==> src/rtl/fetch_unit_pkg.sv <==
// ============================================================================
//  Module   : fetch_unit_pkg
//  Brief    : Shared pipeline definitions: fetch-state encoding, data width
//             and default reset PC / bubble instruction values.
//  Revision : 1.0
// ============================================================================
`default_nettype none

package fetch_unit_pkg;

   localparam int XLEN = 32;

   localparam logic [XLEN-1:0] RESET_PC_DEF     = 32'h0000_0000;
   localparam logic [XLEN-1:0] BUBBLE_INSTR_DEF = 32'h0000_0000;

   typedef enum logic [1:0] {
      S_ISSUE = 2'd0,
      S_WAIT  = 2'd1,
      S_VALID = 2'd2
   } fetch_state_e;

endpackage : fetch_unit_pkg

`default_nettype wire

==> src/rtl/fetch_unit.sv <==
// ============================================================================
//  Module   : fetch_unit
//  Brief    : Instruction-fetch stage. Owns PCF, issues one request at a time
//             over a req/ready + rvalid handshake, holds the returned
//             instruction for IF/ID, honours StallF and EX redirects and
//             discards responses made stale by a redirect.
//             Optional macro FETCH_MISALIGN_CHK_EN: word-align redirect
//             targets and flag misaligned redirects on a sticky MisalignF.
//  Revision : 1.0
// ============================================================================
`default_nettype none

module fetch_unit
   import fetch_unit_pkg::*;
#(
   parameter logic [XLEN-1:0] RESET_PC     = RESET_PC_DEF,
   parameter logic [XLEN-1:0] BUBBLE_INSTR = BUBBLE_INSTR_DEF
) (
   input  logic            clk,
   input  logic            reset,
   input  logic            StallF,
   input  logic            PCSrcE,
   input  logic [XLEN-1:0] PCTargetE,
   output logic            imem_req,
   output logic [XLEN-1:0] imem_addr,
   input  logic            imem_ready,
   input  logic            imem_rvalid,
   input  logic [XLEN-1:0] imem_rdata,
   output logic [XLEN-1:0] InstrF,
   output logic [XLEN-1:0] PCF,
   output logic [XLEN-1:0] PCPlus4F,
   output logic            FetchValidF,
   output logic            FetchBusyF,
   output logic            MisalignF
);

   fetch_state_e    state_q;
   logic [XLEN-1:0] pcf_q;
   logic [XLEN-1:0] instr_q;
   logic            valid_q;
   // Set when the outstanding response belongs to a PC that has since been
   // redirected away from; that response must be thrown away on arrival.
   logic            drop_q;

   // PC loaded on a redirect (aligned when the misalignment check is built in).
   logic [XLEN-1:0] redirect_pc_d;

`ifdef FETCH_MISALIGN_CHK_EN
   logic            misalign_q;
   logic            target_misaligned;

   assign target_misaligned = (PCTargetE[1:0] != 2'b00);
   assign redirect_pc_d     = {PCTargetE[XLEN-1:2], 2'b00};
   assign MisalignF         = misalign_q;

   // Sticky misalignment flag: any redirect to a non-word address sets it.
   always_ff @(posedge clk or posedge reset) begin
      if (reset) begin
         misalign_q <= 1'b0;
      end else if (PCSrcE && target_misaligned) begin
         misalign_q <= 1'b1;
      end
   end
`else
   assign redirect_pc_d = PCTargetE;
   assign MisalignF     = 1'b0;
`endif

   assign imem_req    = (state_q == S_ISSUE);
   assign imem_addr   = pcf_q;
   assign PCF         = pcf_q;
   assign PCPlus4F    = pcf_q + 32'd4;
   assign InstrF      = instr_q;
   assign FetchValidF = valid_q;
   assign FetchBusyF  = (state_q == S_ISSUE) || (state_q == S_WAIT);

   // Fetch FSM: issue -> wait for response -> hold instruction until consumed.
   always_ff @(posedge clk or posedge reset) begin
      if (reset) begin
         state_q <= S_ISSUE;
         pcf_q   <= RESET_PC;
         instr_q <= BUBBLE_INSTR;
         valid_q <= 1'b0;
         drop_q  <= 1'b0;
      end else begin
         case (state_q)
            S_ISSUE: begin
               // A redirect may retarget an unaccepted request; if the
               // request is accepted in the same cycle its response is stale.
               if (PCSrcE) begin
                  pcf_q <= redirect_pc_d;
               end
               if (imem_ready) begin
                  state_q <= S_WAIT;
                  drop_q  <= PCSrcE;
               end
            end

            S_WAIT: begin
               if (imem_rvalid) begin
                  if (drop_q || PCSrcE) begin
                     drop_q  <= 1'b0;
                     state_q <= S_ISSUE;
                     if (PCSrcE) begin
                        pcf_q <= redirect_pc_d;
                     end
                  end else begin
                     instr_q <= imem_rdata;
                     valid_q <= 1'b1;
                     state_q <= S_VALID;
                  end
               end else if (PCSrcE) begin
                  // Last redirect wins; response still in flight is stale.
                  pcf_q  <= redirect_pc_d;
                  drop_q <= 1'b1;
               end
            end

            S_VALID: begin
               if (PCSrcE) begin
                  pcf_q   <= redirect_pc_d;
                  valid_q <= 1'b0;
                  instr_q <= BUBBLE_INSTR;
                  state_q <= S_ISSUE;
               end else if (!StallF) begin
                  // IF/ID captures the instruction on this edge.
                  pcf_q   <= pcf_q + 32'd4;
                  valid_q <= 1'b0;
                  instr_q <= BUBBLE_INSTR;
                  state_q <= S_ISSUE;
               end
            end

            default: begin
               state_q <= S_ISSUE;
               valid_q <= 1'b0;
               instr_q <= BUBBLE_INSTR;
               drop_q  <= 1'b0;
            end
         endcase
      end
   end

endmodule : fetch_unit

`default_nettype wire

==> config.mk <==
export PLATFORM = sky130hd
export DESIGN_NAME = fetch_unit
export DESIGN_NICKNAME = d
export VERILOG_FILES = /design/src/rtl/fetch_unit_pkg.sv /design/src/rtl/fetch_unit.sv
export SDC_FILE = /design/constraint.sdc
export NUM_CORES = 1
export LEC_CHECK = 0
export ABC_AREA = 1
export CORE_MARGIN = 2
export CORE_UTILIZATION = 45
export DETAILED_ROUTE_END_ITERATION = 7
export GPL_ROUTABILITY_DRIVEN = 0
export GPL_TIMING_DRIVEN = 0
export HOLD_SLACK_MARGIN = 0.15
export PLACE_DENSITY_LB_ADDON = 0.25
export SYNTH_ARGS = -nofsm -noshare
export SYNTH_HDL_FRONTEND = slang
export SYNTH_SLANG_ARGS = --single-unit
==> constraint.sdc <==
create_clock -name clk -period 6.05 [get_ports clk]
set_clock_uncertainty 0.15 [all_clocks]
set_input_delay 0.605 -clock clk [delete_from_list [all_inputs] [get_ports clk]]
set_output_delay 0.605 -clock clk [all_outputs]
set_load 0.03 [all_outputs]
# Word-level counts from Yosys, hierarchy flattened
# Index checks and enable logic that the tools add are counted.
[word_totals] reg_bits=68 in_bits=70 out_inout_bits=132 elab_cells=51
[op_classes] addsub=1 n_eq_ne=8 mux=27 bitwise=2 reduce_logical=8
[op_table] operator="$mux W32" n=9
[op_table] operator="$pmux W32 S3" n=2
[op_table] operator="$add A32 B3 Y32 const B" n=1
[op_table] operator="$mux W2" n=5
[op_table] operator="$mux W1" n=8
[op_table] operator="$reduce_and A4 Y1" n=2
[op_table] operator="$ne A3 B3 Y1 const B" n=2
[op_table] operator="$pmux W1 S3" n=2
[op_table] operator="$pmux W2 S3" n=1
[op_table] operator="$reduce_and A3 Y1" n=2
[op_table] operator="$ne A2 B2 Y1 const B" n=2
[op_table] operator="$ne A3 B2 Y1 const B" n=1
[op_table] operator="$reduce_bool A3 Y1" n=1
[op_table] operator="$eq A2 B1 Y1 const B" n=1
[op_table] operator="$eq A2 B2 Y1 const B" n=1
[op_table] operator="$logic_not A2 Y1" n=1
[op_table] operator="$logic_or A1 B1 Y1" n=2
[op_table] operator="$ne A2 B1 Y1 const B" n=1
[op_table] operator="$not A1 Y1" n=2

# Logic depth before layout (Yosys ltp)
# Gate-level depths: netlist (run 1).
[logic_depth] word_depth=4 depth_mapped=10 ltp_nobuf=10

# Worst setup path before layout (run 1)
# Ideal clock, no wire load.
[synth_path] path_kind="flip-flop to output port" startpoint="register pcf_q[2] (netlist: PCF[2])" endpoint="output port PCPlus4F[9]" arrival_ps=1730 required_time_ps=5295 path_slack_ps=3565 path_stages_with_launch=5 n_path_buf=0 path_cell_list="dfrtp_1 inv_1 nor2_2 nand2_2 xor2_1"
[synth_between] elab_chain_len=1
[synth_rtl] item="from (decl)" line_no="fetch_unit.sv:38" text="logic [XLEN-1:0] pcf_q;"
[synth_rtl] item="from (signal assigned)" line_no="fetch_unit.sv:91" text="pcf_q <= redirect_pc_d;"
[synth_rtl] item="from (signal assigned)" line_no="fetch_unit.sv:105" text="pcf_q <= redirect_pc_d;"
[synth_rtl] item="from (signal assigned)" line_no="fetch_unit.sv:114" text="pcf_q <= redirect_pc_d;"
[synth_rtl] item="$add A32 B3 Y32" line_no="fetch_unit.sv:72" text="assign PCPlus4F = pcf_q + 32'd4;"
[synth_rtl] item="to (decl)" line_no="fetch_unit.sv:31" text="output logic [XLEN-1:0] PCPlus4F,"
# No other way between the ends.

# Worst setup path in the final report (run 1)
[layout_path] startpoint="register pcf_q[2] (netlist: PCF[2])" endpoint="output port PCPlus4F[24]"
# The elaborated chain is that of the path after synthesis.

==> flow_summary.yaml, run 1 <==
route:
  detailedRoute.firstPassIterationCount: 5
  detailroute.via_count: 4625
  drt-vias-per-instance: 4.98
  route.detailed.drc: 0
  post_drt_wl_per_cell_um: 14.4
  detail-route-antenna-nets: 0
  drt_iter0_drc: 192
  routed_wire_length_mm: 13.4
power_and_ir_drop:
  p_sw_mw: 1.17
  share_comb_of_total_power_pct: 56.1
  switching_share_pct: 45.6
  clock_power_share_pct: 14.9
  power.total_mw: 2.56
  peakVddDrop_uv: 272
  internal_power_mw: 1.39
  static_leakage_nw: 3.10
  power_density_nw_per_um2: 388
  power.share.sequential_pct: 29.1
die:
  start_util_pct: 46.3
  floorplan.die.width_um: 101
  fp.dieArea_sq_um: 10300
  num_io_pins: 202
  die_h_um: 101
  core.rowCount: 35
  core_area_sq_um: 9200
setup_path:
  cp_cell_instances: "ha_1 > nand2_1 > nor2_2 > nand2_1 > nor2_1 > nand3_1 > nand2_1 > clkdlybuf4s50_1"
  critical_path.endpoint: "PCPlus4F[24]"
  critPathLaunchType: "register"
  critPathRequiredTime_ps: 5290
  timing.critical_path.slowest_stage_cell: "clkdlybuf4s50_1"
  timing.rr.end: "PCF[24]"
  cp_num_cells: 8
  cpMostUsedCell: "nand2_1"
  timing.setup.critical_path_class: "reg -> out"
  crit_path_max_fanout: 7
  critPathMaxStageDelay_ps: 670
  worstPathArrival_ps: 2620
  worst-r2r-cell-count: 10
  critical-path-top-delay-family: "simple AND/OR/NAND/NOR gates"
  r2r_setup_slack_ps: 4090
  r2r-start: "PCF[2]"
  cp_num_buf_inv: 1
  startpoint: "PCF[2]"
  critical_path.endpoint_type: "primary output"
global_route:
  grt.met3_usage_pct: 8.21
  overflow: 0
  grt_max_degree: 69
  gr-usage-met1_pct: 30.6
  grtUsageTotal_pct: 26.5
  grt_first_pass_wirelength_mm: 21.5
  grtUsageMet2_pct: 46.4
  antenna_found_initial: 0
  first_global_vias: 4504
  global_route.peak_usage_layer: "met2"
clock_network:
  clkLatencyLatePin_ps: 350
  cts_tree: "built"
  tritoncts.num_buffers: 9
  tritoncts_num_sinks: 68
  root_buffer_cell: "clkbuf_8"
  cts-root-to-sink-buffers: 2
  worst_setup_hold_path_clk_slew_ps: 90
  cts_resized: 0
  post-cts-setup-buffer-count: 0
  hold_buffers: 0
  ctsHtreeMaxLevel: 3
timing:
  rsz_0062_raised_after_global_routing: "false"
  hold_viol_final: 0
  timing.final.max_slew_violations: 0
  max-slew-margin-rel_pct: 42.8
  post-route-period-util_pct: 55.8
  count_of_final_setup_violators: 0
  clock.fmax_ghz: 0.296
  worst_pin_slew_ps: 858
  period_needed_ps: 3370
  fin_tns_setup_ps: 0
worst_hold_path:
  worstHoldPathType: "reg -> reg"
  min_delay_path_depth: 2
flow_run:
  max_cap_violations: 0
logic_synthesis:
  syn_area_per_cell_sq_um: 7.07
  ys_warn_count: 0
  synth.distinct_cells: 31
  synth_nets: 674
  mappedNetlistArea_sq_um: 4260
  ys_ff_latch: 68
  synth_seq_area_share_pct: 39.9
  syn_inst: 603
finish:
  area_growth_pct: 54.8
  fin_util_pct: 71.7
  finish.net_count: 885
  layout_cell_share_with_drive_strength_beyond_1_pct: 11.4
  post-route-cell-area_sq_um: 6590
  antenna_cells: 0
status:
  run_status: "complete, no violations"
placed_design:
  port_buffers: 200
  dp_hpwl_mm: 10.2
  dpl_cell_area_sq_um: 6400
cell type report:
| cell class | instances | area (sq um) |
|---|---|---|
| buffer | 54 | 385 |
| fill | 756 | 2600 |
| clock buffer | 9 | 124 |
| tap | 111 | 139 |
| timing repair buffer | 200 | 2000 |
| inverter | 89 | 337 |
| multi-input combinational | 392 | 1840 |
| sequential | 68 | 1700 |
| clock inverter | 6 | 66.3 |
kinds of logic after synthesis:
kind of cell             synth area share, %
adder cells (fa/ha/maj)                0.294
AO/OA/AOI/OAI                           14.9
other                                 0.0880
buffers and inverters                   16.9
flip-flops                              39.9
XOR/XNOR                                1.44
multiplexers                           0.529
AND/OR/NAND/NOR                         25.9
power by group through the flow:
| stage | logic (mW) | clock network [mW] | registers (mW) |
|---|---|---|---|
| after global placement | 1.41 | 0 | 0.737 |
| after floorplan | 0.533 | 0 | 1.02 |
| after global routing | 1.53 | 0.402 | 0.767 |
| after CTS | 1.44 | 0.383 | 0.743 |
| final | 1.43 | 0.380 | 0.744 |
| after detailed placement | 1.44 | 0 | 0.750 |
per-stage QoR:
stage / worst slack, ps / std cells / hold WS [ps]
2_1_floorplan: 3560 / 603 / 304
3_3_place_gp: 2320 / 914 / 321
3_5_place_dp: 3040 / 914 / 343
4_1_cts: 2660 / 929 / 360
5_1_grt: 2450 / 929 / 399
6_report: 2680 / 929 / 355
registers in the layout, summed over array words and instances, names as in the netlist:
register     cells
drop_q           1
InstrF          32
FetchValidF      1
state_q          2
PCF             32
worst min-delay path by stage:
stage / start / slack (ps) / to
2_1_floorplan: drop_q / 300 / drop_q
3_3_place_gp: drop_q / 320 / drop_q
3_5_place_dp: InstrF[24] / 340 / InstrF[24]
4_1_cts: InstrF[24] / 360 / InstrF[24]
5_1_grt: InstrF[24] / 400 / InstrF[24]
6_report: InstrF[24] / 360 / InstrF[24]
cells in the final DEF (no fill, tap or decap), types with 2 or more instances in the layout:
cell	count
o22ai_1	2
buf_4	35
clkdlybuf4s50_1	200
clkinvlp_4	3
a21oi_1	3
a31oi_1	3
buf_2	7
clkbuf_1	3
nor2_2	6
o21ai_0	75
mux2_2	2
clkbuf_8	9
and2_1	2
clkbuf_2	4
nand2_2	5
inv_1	83
buf_6	5
nand3_1	30
xnor2_1	3
dfrtp_1	68
inv_2	5
nor2_1	48
nor2_4	5
nand2_1	158
o21ai_1	38
xor2_1	4
cell usage after synthesis:
master / instances / area share (%)
or2_4: 1 / 0.21
xnor2_1: 3 / 0.62
clkbuf_1: 3 / 0.26
ha_1: 1 / 0.29
nand2_8: 1 / 0.47
inv_1: 84 / 7.4
mux2_2: 2 / 0.53
conb_1: 1 / 0.088
a21oi_1: 3 / 0.35
clkbuf_2: 4 / 0.47
o21ai_0: 75 / 8.8
o22ai_1: 2 / 0.29
nand2_2: 5 / 0.73
inv_2: 5 / 0.44
o21ai_4: 1 / 0.38
nand3_1: 30 / 3.5
buf_6: 5 / 1.3
nor2_4: 5 / 1.3
o211ai_1: 1 / 0.18
dfrtp_1: 68 / 40
xor2_1: 4 / 0.82
nand2_1: 158 / 14
nor2_2: 6 / 0.88
nand4_1: 1 / 0.15
nand3b_1: 1 / 0.18
and2_1: 2 / 0.29
a31oi_1: 3 / 0.44
buf_4: 35 / 6.2
buf_2: 7 / 0.82
o21ai_1: 38 / 4.5
nor2_1: 48 / 4.2
worst reg2reg max path: stages, from the launching register on:
cell	delay [ps]
dfrtp_1	480
ha_1	240
nand2_1	80
nor2_2	170
nand2_1	150
nor2_1	240
nand2_1	80
nand2_1	80
nand3_1	70
nand2_1	70
nand2_1	40
metal layers:
metal | vias to the layer above | wire [um]
li1 | 2266 | -
met1 | 2114 | 5190
met2 | 226 | 6630
met3 | 19 | 1310
met4 | 0 | 234
met5 | - | 0
(Power assumes the default switching activity.)
==> inputs of run 2 (changes only) <==
--- a/config.mk
+++ b/config.mk
@@ -7,7 +7,7 @@
 export LEC_CHECK = 0
 export ABC_AREA = 1
 export CORE_MARGIN = 2
-export CORE_UTILIZATION = 45
+export CORE_UTILIZATION = 42
 export DETAILED_ROUTE_END_ITERATION = 7
 export GPL_ROUTABILITY_DRIVEN = 0
 export GPL_TIMING_DRIVEN = 0
==> constraint.sdc (replaced) <==
create_clock -name clk -period 3.2 [get_ports clk]
set_clock_uncertainty 0.15 [all_clocks]
set_input_delay 0.32 -clock clk [delete_from_list [all_inputs] [get_ports clk]]
set_output_delay 0.32 -clock clk [all_outputs]
set_load 0.03 [all_outputs]
==> run 2 against run 1 <==
Clock power is 140% higher. Flip-flop and latch count unchanged. Worst hold slack lost 5.6 ps. Sequential share of layout area shrank 0.41 points. Core utilization is 3.5 points lower. Clock-buffer cell count did not move. Worst setup slack worse by 2400 ps. First-iteration DRC count up 23%. Critical path depth fell by 1. Cell count is 2.5% higher. Largest cell class unchanged.
==> flow_summary.yaml, run 2 (synthesis gave the netlist of run 1 again) <==
status:
  run_status: "complete, no violations"
route:
  detailedRoute.firstPassIterationCount: 4
  detailroute.via_count: 4599
  detail-route-antenna-nets: 0
  drt-vias-per-instance: 4.83
  routed_wire_length_mm: 13.1
  post_drt_wl_per_cell_um: 13.8
  drt_iter0_drc: 237
  route.detailed.drc: 0
finish:
  number_of_inserted_filler_cells_in_the_final_layout: 866
  layout_cell_share_with_drive_strength_beyond_1_pct: 11.5
  area_growth_pct: 57.3
  antenna_cells: 0
  layout_commonest_cell: "clkdlybuf4s50_1"
  final_cells: 952
  finish.net_count: 885
  post-route-cell-area_sq_um: 6700
  most-common-layout-cells: "191 x clkdlybuf4s50_1, 158 x nand2_1, 83 x inv_1"
timing:
  finalWorstSetupSlack_ps: 284
  clock.fmax_ghz: 0.343
  post-route-period-util_pct: 91.1
  worst_pin_slew_ps: 853
  fin_hold_ws_ps: 350
  rsz_0062_raised_after_global_routing: "false"
  hold_viol_final: 0
  period_needed_ps: 2920
  timing.final.max_slew_violations: 0
  max-slew-margin-rel_pct: 43.2
  count_of_final_setup_violators: 0
global_route:
  overflow: 0
  gr-usage-met1_pct: 26.4
  grtUsageMet2_pct: 42.3
  grtUsageTotal_pct: 24.2
  grt_first_pass_wirelength_mm: 21.4
  first_global_vias: 4556
  grt.met3_usage_pct: 9.11
  antenna_found_initial: 0
  grt_max_degree: 69
  global_route.peak_usage_layer: "met2"
setup_path:
  critPathLaunchType: "register"
  cp_cell_instances: "ha_1 > nand2_1 > nor2_2 > nand3_1 > o21ai_0 > nand2_1 > clkdlybuf4s50_1"
  critPathRequiredTime_ps: 2730
  timing.rr.end: "PCF[28]"
  worstPathArrival_ps: 2450
  r2r-start: "PCF[2]"
  critical_path.endpoint_type: "primary output"
  crit_path_max_fanout: 7
  timing.critical_path.slowest_stage_cell: "clkdlybuf4s50_1"
  critPathMaxStageDelay_ps: 600
  timing.setup.critical_path_class: "reg -> out"
  worst-r2r-cell-count: 10
  r2r_setup_slack_ps: 1230
  cpMostUsedCell: "nand2_1"
die:
  core_area_sq_um: 9820
  core.rowCount: 36
  fp.dieArea_sq_um: 11000
  die_h_um: 105
  num_io_pins: 202
  start_util_pct: 43.4
  floorplan.die.width_um: 105
flow_run:
  max_cap_violations: 0
placed_design:
  dp.cells: 936
  dpl_cell_area_sq_um: 6430
  dp_hpwl_mm: 10.0
  pre_cts_setup_slack_ps: 519
  port_buffers: 200
clock_network:
  cts_tree: "built"
  hold_buffers: 0
  clkLatencyLatePin_ps: 350
  worst_setup_hold_path_clk_slew_ps: 90
  cts-root-to-sink-buffers: 2
  tritoncts_num_sinks: 68
  tritoncts.num_buffers: 9
  root_buffer_cell: "clkbuf_8"
  ctsHtreeMaxLevel: 3
power_and_ir_drop:
  power_density_nw_per_um2: 745
  peakVddDrop_uv: 476
  static_leakage_nw: 3.24
worst_hold_path:
  hold-path-endpoint: "InstrF[27]"
  worstHoldPathType: "in -> reg"
  min_delay_path_depth: 3
  timing.hold.worst.start: "imem_rdata[27]"
run 2: cell types whose count changed in the layout (fill, tap and decap cells not counted):
cell / delta
bufinv_16: +2
clkdlybuf4s50_1: -9
clkinv_2: -1
clkinv_4: +1
clkinvlp_4: -2
dlymetal6s2s_1: +9
inv_6: +1
run 2: layout make-up:
class	count	area, sq um	area share, %
multi-input cells	392	1840	27.4
well taps	133	166	2.48
plain buffers	54	385	5.75
repair buffers	200	2020	30.2
inverters	89	337	5.02
clock buffers	9	124	1.85
flip-flops and latches	68	1700	25.4
clock inverters	7	124	1.85
run 2: metal layers:
layer	share of wire, %	vias to the layer above
li1	-	2279
met2	50	195
met4	2.5	0
met1	38	2099
met3	9.8	26
met5	0	-
run 2: worst max path at each step:
stage / startpoint / to / slack, ps / depth (start not counted)
6_report: PCF[2] / PCPlus4F[20] / 280 / 7
3_5_place_dp: PCF[2] / PCPlus4F[28] / 520 / 8
3_3_place_gp: reset / PCF[8] / -210 / 2
5_1_grt: PCF[2] / PCPlus4F[25] / 100 / 7
2_1_floorplan: PCF[2] / PCPlus4F[9] / 1000 / 4
4_1_cts: PCF[2] / PCPlus4F[28] / 120 / 8
run 2: where the power goes:
| part | internal [mW] | total [mW] | leakage [nW] | switching, mW |
|---|---|---|---|---|
| logic | 1.13 | 2.70 | 2.26 | 1.57 |
| registers | 1.15 | 1.40 | 0.856 | 0.251 |
| clock network | 0.523 | 0.897 | 0.120 | 0.374 |
| total | 2.80 | 5.00 | 3.24 | 2.20 |
run 2: per-stage QoR:
step	util (%)	total power, mW	setup TNS, ps
after CTS	68.0	5.03	0
after detailed placement	65.5	4.13	0
after floorplan	-	2.94	0
after global routing	68.2	5.28	0
final	68.2	5.00	0
after global placement	65.5	4.07	-14320
run 2: timing repair:
action | in CTS | in global routing
endpoints found under the setup margin | 0 | 9
setup buffers | 0 | 0
gates resized for setup | 0 | 9
run 2: worst max-delay path: cells and delay by family, from the launching register on:
kind,cells,cell delay [ps]
buf+inv,1,600
simple gates,4,510
flops,1,470
fa+ha+maj,1,260
compound gates,1,240
